$ cat src/rtl/dmem_arbiter.sv
// Two-port arbiter and sequencer for the shared data memory: fixed priority for the
// CPU port, starvation counter and short locked bursts for the secondary master.
module dmem_arbiter #(
  parameter int AW           = 24,
  parameter int DW           = 24,
  parameter int STARVE_LIMIT = 4,
  parameter int MAX_BURST    = 8
) (
  input  logic          clk,
  input  logic          rst_n,
  input  logic          p0_req,
  input  logic          p0_we,
  input  logic [AW-1:0] p0_addr,
  input  logic [DW-1:0] p0_wdata,
  output logic          p0_gnt,
  output logic [DW-1:0] p0_rdata,
  output logic          p0_rvalid,
  input  logic          p1_req,
  input  logic          p1_we,
  input  logic [AW-1:0] p1_addr,
  input  logic [DW-1:0] p1_wdata,
  input  logic          p1_lock,
  output logic          p1_gnt,
  output logic [DW-1:0] p1_rdata,
  output logic          p1_rvalid,
  output logic [AW-1:0] mem_address,
  output logic [DW-1:0] mem_writedata,
  output logic          mem_writeenable,
  output logic          mem_MemRead,
  input  logic [DW-1:0] mem_data,
  output logic [1:0]    owner
);

  typedef enum logic [0:0] {IDLE = 1'b0, P1_LOCK = 1'b1} state_t;

  localparam logic [3:0] STARVE_MAX = 4'(STARVE_LIMIT);
  localparam logic [7:0] BURST_MAX  = 8'(MAX_BURST);

  state_t      state_r, state_s;
  logic [3:0]  starve_cnt_r;
  logic [7:0]  beat_cnt_r, beat_cnt_s;
  logic        starving_s, p0_gnt_s, p1_gnt_s;

  assign starving_s = (starve_cnt_r == STARVE_MAX);
  // Grants are forced low while reset is asserted so nothing is accepted across it.
  assign p0_gnt = p0_gnt_s & rst_n;
  assign p1_gnt = p1_gnt_s & rst_n;

  // Next-state and grant decode.
  always_comb begin
    state_s    = state_r;
    beat_cnt_s = beat_cnt_r;
    p0_gnt_s   = 1'b0;
    p1_gnt_s   = 1'b0;
    case (state_r)
      IDLE: begin
        if (p0_req && !starving_s) begin
          p0_gnt_s = 1'b1;
        end else if (p1_req) begin
          p1_gnt_s = 1'b1;
        end else begin
          p1_gnt_s = 1'b0;
        end
        if (p1_gnt_s && p1_lock && (MAX_BURST > 1)) begin
          state_s    = P1_LOCK;
          beat_cnt_s = 8'd1;
        end else begin
          beat_cnt_s = 8'd0;
        end
      end
      P1_LOCK: begin
        p1_gnt_s = p1_req;
        if (!p1_req || !p1_lock || ((beat_cnt_r + 8'd1) == BURST_MAX)) begin
          state_s    = IDLE;
          beat_cnt_s = 8'd0;
        end else begin
          beat_cnt_s = beat_cnt_r + 8'd1;
        end
      end
      default: begin
        state_s    = IDLE;
        beat_cnt_s = 8'd0;
      end
    endcase
  end

  // State, burst and starvation counters.
  always_ff @(posedge clk or negedge rst_n) begin
    if (!rst_n) begin
      state_r      <= IDLE;
      beat_cnt_r   <= 8'd0;
      starve_cnt_r <= 4'd0;
    end else begin
      state_r    <= state_s;
      beat_cnt_r <= beat_cnt_s;
      if (!p1_req || p1_gnt_s) begin
        starve_cnt_r <= 4'd0;
      end else if (!starving_s) begin
        starve_cnt_r <= starve_cnt_r + 4'd1;
      end else begin
        starve_cnt_r <= starve_cnt_r;
      end
    end
  end

  // Memory-side command register; address and data hold when idle.
  always_ff @(posedge clk or negedge rst_n) begin
    if (!rst_n) begin
      mem_address     <= '0;
      mem_writedata   <= '0;
      mem_writeenable <= 1'b0;
      mem_MemRead     <= 1'b0;
      owner           <= 2'b00;
    end else if (p0_req && p0_gnt_s) begin
      mem_address     <= p0_addr;
      mem_writedata   <= p0_wdata;
      mem_writeenable <= p0_we;
      mem_MemRead     <= !p0_we;
      owner           <= 2'b01;
    end else if (p1_req && p1_gnt_s) begin
      mem_address     <= p1_addr;
      mem_writedata   <= p1_wdata;
      mem_writeenable <= p1_we;
      mem_MemRead     <= !p1_we;
      owner           <= 2'b10;
    end else begin
      mem_writeenable <= 1'b0;
      mem_MemRead     <= 1'b0;
      owner           <= 2'b00;
    end
  end

  // Read return: capture memory data at the end of the memory cycle for its owner.
  always_ff @(posedge clk or negedge rst_n) begin
    if (!rst_n) begin
      p0_rdata  <= '0;
      p0_rvalid <= 1'b0;
      p1_rdata  <= '0;
      p1_rvalid <= 1'b0;
    end else begin
      p0_rvalid <= mem_MemRead && (owner == 2'b01);
      p1_rvalid <= mem_MemRead && (owner == 2'b10);
      if (mem_MemRead && (owner == 2'b01)) begin
        p0_rdata <= mem_data;
      end else begin
        p0_rdata <= p0_rdata;
      end
      if (mem_MemRead && (owner == 2'b10)) begin
        p1_rdata <= mem_data;
      end else begin
        p1_rdata <= p1_rdata;
      end
    end
  end

endmodule

$ cat config.mk
export PLATFORM = sky130hd
export DESIGN_NAME = dmem_arbiter
export DESIGN_NICKNAME = d
export VERILOG_FILES = /design/src/rtl/dmem_arbiter.sv
export SDC_FILE = /design/constraint.sdc
export NUM_CORES = 1
export LEC_CHECK = 0
export ABC_AREA = 1
export BUFFER_PORTS_ARGS = -buffer_cell sky130_fd_sc_hd__buf_2
export CORE_UTILIZATION = 50
export CTS_CLUSTER_DIAMETER = 200
export CTS_CLUSTER_SIZE = 25
export DETAILED_ROUTE_END_ITERATION = 10
export MAX_ROUTING_LAYER = met4
export PLACE_DENSITY_LB_ADDON = 0.12
export RECOVER_POWER = 50
export SYNTH_ARGS = -nofsm -noshare
export SYNTH_HDL_FRONTEND = slang
export SYNTH_SLANG_ARGS = --single-unit
export TNS_END_PERCENT = 20
$ cat constraint.sdc
create_clock -name clk -period 4.9 [get_ports clk]
set_clock_uncertainty 0.15 [all_clocks]
set_input_delay 0.245 -clock clk [delete_from_list [all_inputs] [get_ports clk]]
set_output_delay 0.245 -clock clk [all_outputs]
set_load 0.02 [all_outputs]
==> summary.md <==
| Metric | Value |
|---|---|
| Status | `finished, violations left` |
| Failing checks | `capacitance limit, slew limit` |
| Area leader, netlist | `dfrtp_1` |
| Worst setup EP type | `flop` |
| Max-slew violation count | `50` |
| Drt first pass iters | `5` |
| Highest Signal Layer | `met4` |
| Clk_lat worst skew | `0.51 ns` |
| Routed WL per cell | `15.44 µm` |
| Area Growth Syn to Fin | `62.53%` |
| Vias in the first global route | `5285` |
| Crit path kind | `flop to flop` |
| Minimum clock period after layout | `3.367 ns` |
| Leak Pwr | `3.905 nW` |
| Unrepaired setup endpoints after global routing | `no` |
| Power density of the placed cells | `between 400 and 500 nW/µm²` |
| Yosys warning count | `0` |
| Worst-case reg-to-reg path depth | `13` |
| Max frequency | `297.0 MHz` |
| Reg2reg start | `starve_cnt_r[0]` |
| Cells after synthesis | `approximately 540` |
| Top FF cell, synth | `dfrtp_1` |
| Worst R2R End | `mem_writedata[17]` |
| Hold slack | `0.1786 ns` |
| CP startpoint | `starve_cnt_r[0]` |
| Root Buffer | `clkbuf_8` |
| Number of synthesized flops with an enable pin | `0` |
| IO Count | `~230` |
| Ranking of synthesized cells by area | `dfrtp_1 61%, nand2_1 16%, nand3_1 6.1%` |
| Critical Path Stages | `13` |
| CORE AREA | `9196 µm²` |
| Antenna cells | `0` |
| Layout cells sized above 1 | `0.2064` |
| Die width | `99.11 µm` |
| Post-Syn Area | `about 4700 µm²` |
| Residual DRC count | `0` |
| Crit-path cells | `inv_1, ha_1, nand3b_1, nand2_2, nor2_4, buf_4, inv_2, nand2_2, nand2_1, inv_2, nand2_1, nand3_1, dlygate4sd3_1` |
| Initial antenna violation count | `0` |
| Met3 wire len | `~1.2 mm` |
| Clock transition at path regs | `0.05 ns` |
| Congestion Overflow GR | `0` |
| WP data required | `5.20 ns` |
| Post-DRT Antenna Nets | `0` |
| RD Place Congestion | `0.8329` |
| Seq/Total Area, Yosys | `0.6104` |
| Drt total wl | `15.71 mm` |
| Quantity of I/O buffers inserted on ports | `230` |
| HP Class | `input pin to async pin` |
| CTS tree | `done` |
| Initial Util | `0.5127` |
| Crit-path leading delay family | `buffers and inverters` |
| First-pass GRT wire length | `24.61 mm` |
| Slowest CP cell | `inv_2` |
| Synth top area share | `0.6104` |
| Met2 routed WL | `7.927 mm` |
| Seq cells post-synth | `~120` |
| Crit path largest cell delay | `0.60 ns` |
| Post-CTS setup buffers | `0` |
| Clock buffer count from CTS | `17` |
| Met1 Routed Length | `5.796 mm` |
| Avg Inst Size Synth | `between 8 and 9 µm²` |
| Slew Limit Headroom | `-0.2448` |
| Die area | `9822 µm²` |
| Crit path max fanout | `52` |
| Netlist cell types | `23` |
| Layout Nets | `approximately 1000` |
| Setup TNS | `0 ns` |
| Rows | `35` |
| Initial drt markers | `around 220` |
| Setup violators final | `0` |
| Total track usage | `0.3372` |
| Pin count of the biggest net entering global routing | `60` |
| Worst Max-Slew Pin Slew | `1.867 ns` |
| Clk buf depth | `2` |
| Die height | `99.11 µm` |
| Max cap viols | `1` |
| Dpl hpwl | `8.119 mm` |
| Worst path buffer plus inverter count | `5` |
| CTS H-Tree Depth | `4` |
| Clock sinks | `115` |
| Syn Nets | `668` |
| Final core utilization | `0.8332` |
| Tcrit/Tclk final | `0.6871` |
| Leading cell type in the layout, fill and taps excluded | `nand2_1` |
| Most frequent cells in the layout | `207 x nand2_1, 145 x buf_2, 127 x dlygate4sd3_1, 115 x dfrtp_1, 85 x clkbuf_1` |
| CP arrival | `~3.7 ns` |
| Critical Path Start Type | `flop` |
| DR vias/cell | `roughly 5.1` |
| Post-synth ARST share | `1.000` |
| Worst VDD drop | `0.2837 mV` |
| R2r setup slk | `1.53 ns` |
| Via Count | `between 5000 and 6000` |
| Final Hold Vio Count | `0` |
-- cells in the mapped netlist (3+ instances only) --
| cell type | n |
|---|---|
| a21oi_1 | 3 |
| buf_2 | 6 |
| buf_6 | 3 |
| clkbuf_1 | 15 |
| dfrtp_1 | 115 |
| ha_1 | 3 |
| inv_1 | 45 |
| inv_2 | 3 |
| nand2_1 | 207 |
| nand3_1 | 57 |
| nor2_1 | 16 |
| o21ai_0 | 49 |
-- timing repair --
item / CTS / global route
gates resized for setup: 0 / 0
hold endpoints to repair: 160 / 0
hold buffers: 127 / 0
-- per-layer routing --
metal,up-vias,track usage
met4,0,0.2048
met2,294,0.5648
met5,-,-
met3,78,0.09136
met1,2433,0.3579
li1,2395,-
-- area by class of cell --
cell class	count	area (µm²)
multi-input cells	350	1533
inverters	48	180.2
flip-flops and latches	115	2878
repair buffers	361	2346
well taps	111	138.9
clock buffers	20	455.4
fillers	553	1534
clock inverters	12	131.4
-- logic make-up after synthesis --
| logic type | after synthesis | share of synthesized area |
|---|---|---|
| AND/OR/NAND/NOR | 286 | 0.2468 |
| XOR/XNOR | 4 | 0.007432 |
| adder cells (fa/ha/maj) | 3 | 0.007963 |
| flip-flops | 115 | 0.6104 |
| AO/OA/AOI/OAI | 57 | 0.06290 |
| buffers and inverters | 73 | 0.06449 |
-- sequential cells by signal, indices dropped and copies added (netlist names) --
register / cells
p0_rvalid: 1
starve_cnt_r: 4
p1_rdata: 24
state_r: 1
owner: 2
mem_address: 24
mem_writedata: 24
p1_rvalid: 1
p0_rdata: 24
mem_writeenable: 1
mem_MemRead: 1
beat_cnt_r: 8
-- worst max path at each step --
stage / end / slack, ns
6_report: mem_writedata[17] / 1.53
5_1_grt: mem_address[22] / 1.28
4_1_cts: mem_address[21] / 1.65
3_5_place_dp: mem_address[21] / 2.21
3_3_place_gp: mem_address[17] / 2.31
2_1_floorplan: mem_address[10] / 3.20
-- power breakdown --
group          internal [mW]  switching (mW)  total (mW)
sequential              1.12          0.0996        1.22
combinational          0.297           0.499       0.796
clock                  0.762           0.442        1.20
total                   2.18            1.04        3.22
-- metrics by stage --
stage	cells	worst slack (ns)	instance area (µm²)	power (mW)
after detailed placement	858	2.212	5913	1.904
after floorplan	538	3.204	4715	1.614
after global routing	1017	1.275	7662	3.361
final	1017	1.533	7662	3.221
after global placement	858	2.306	5913	1.887
after CTS	1017	1.645	7771	3.233
No activity file was read; power rests on OpenSTA's default activity.
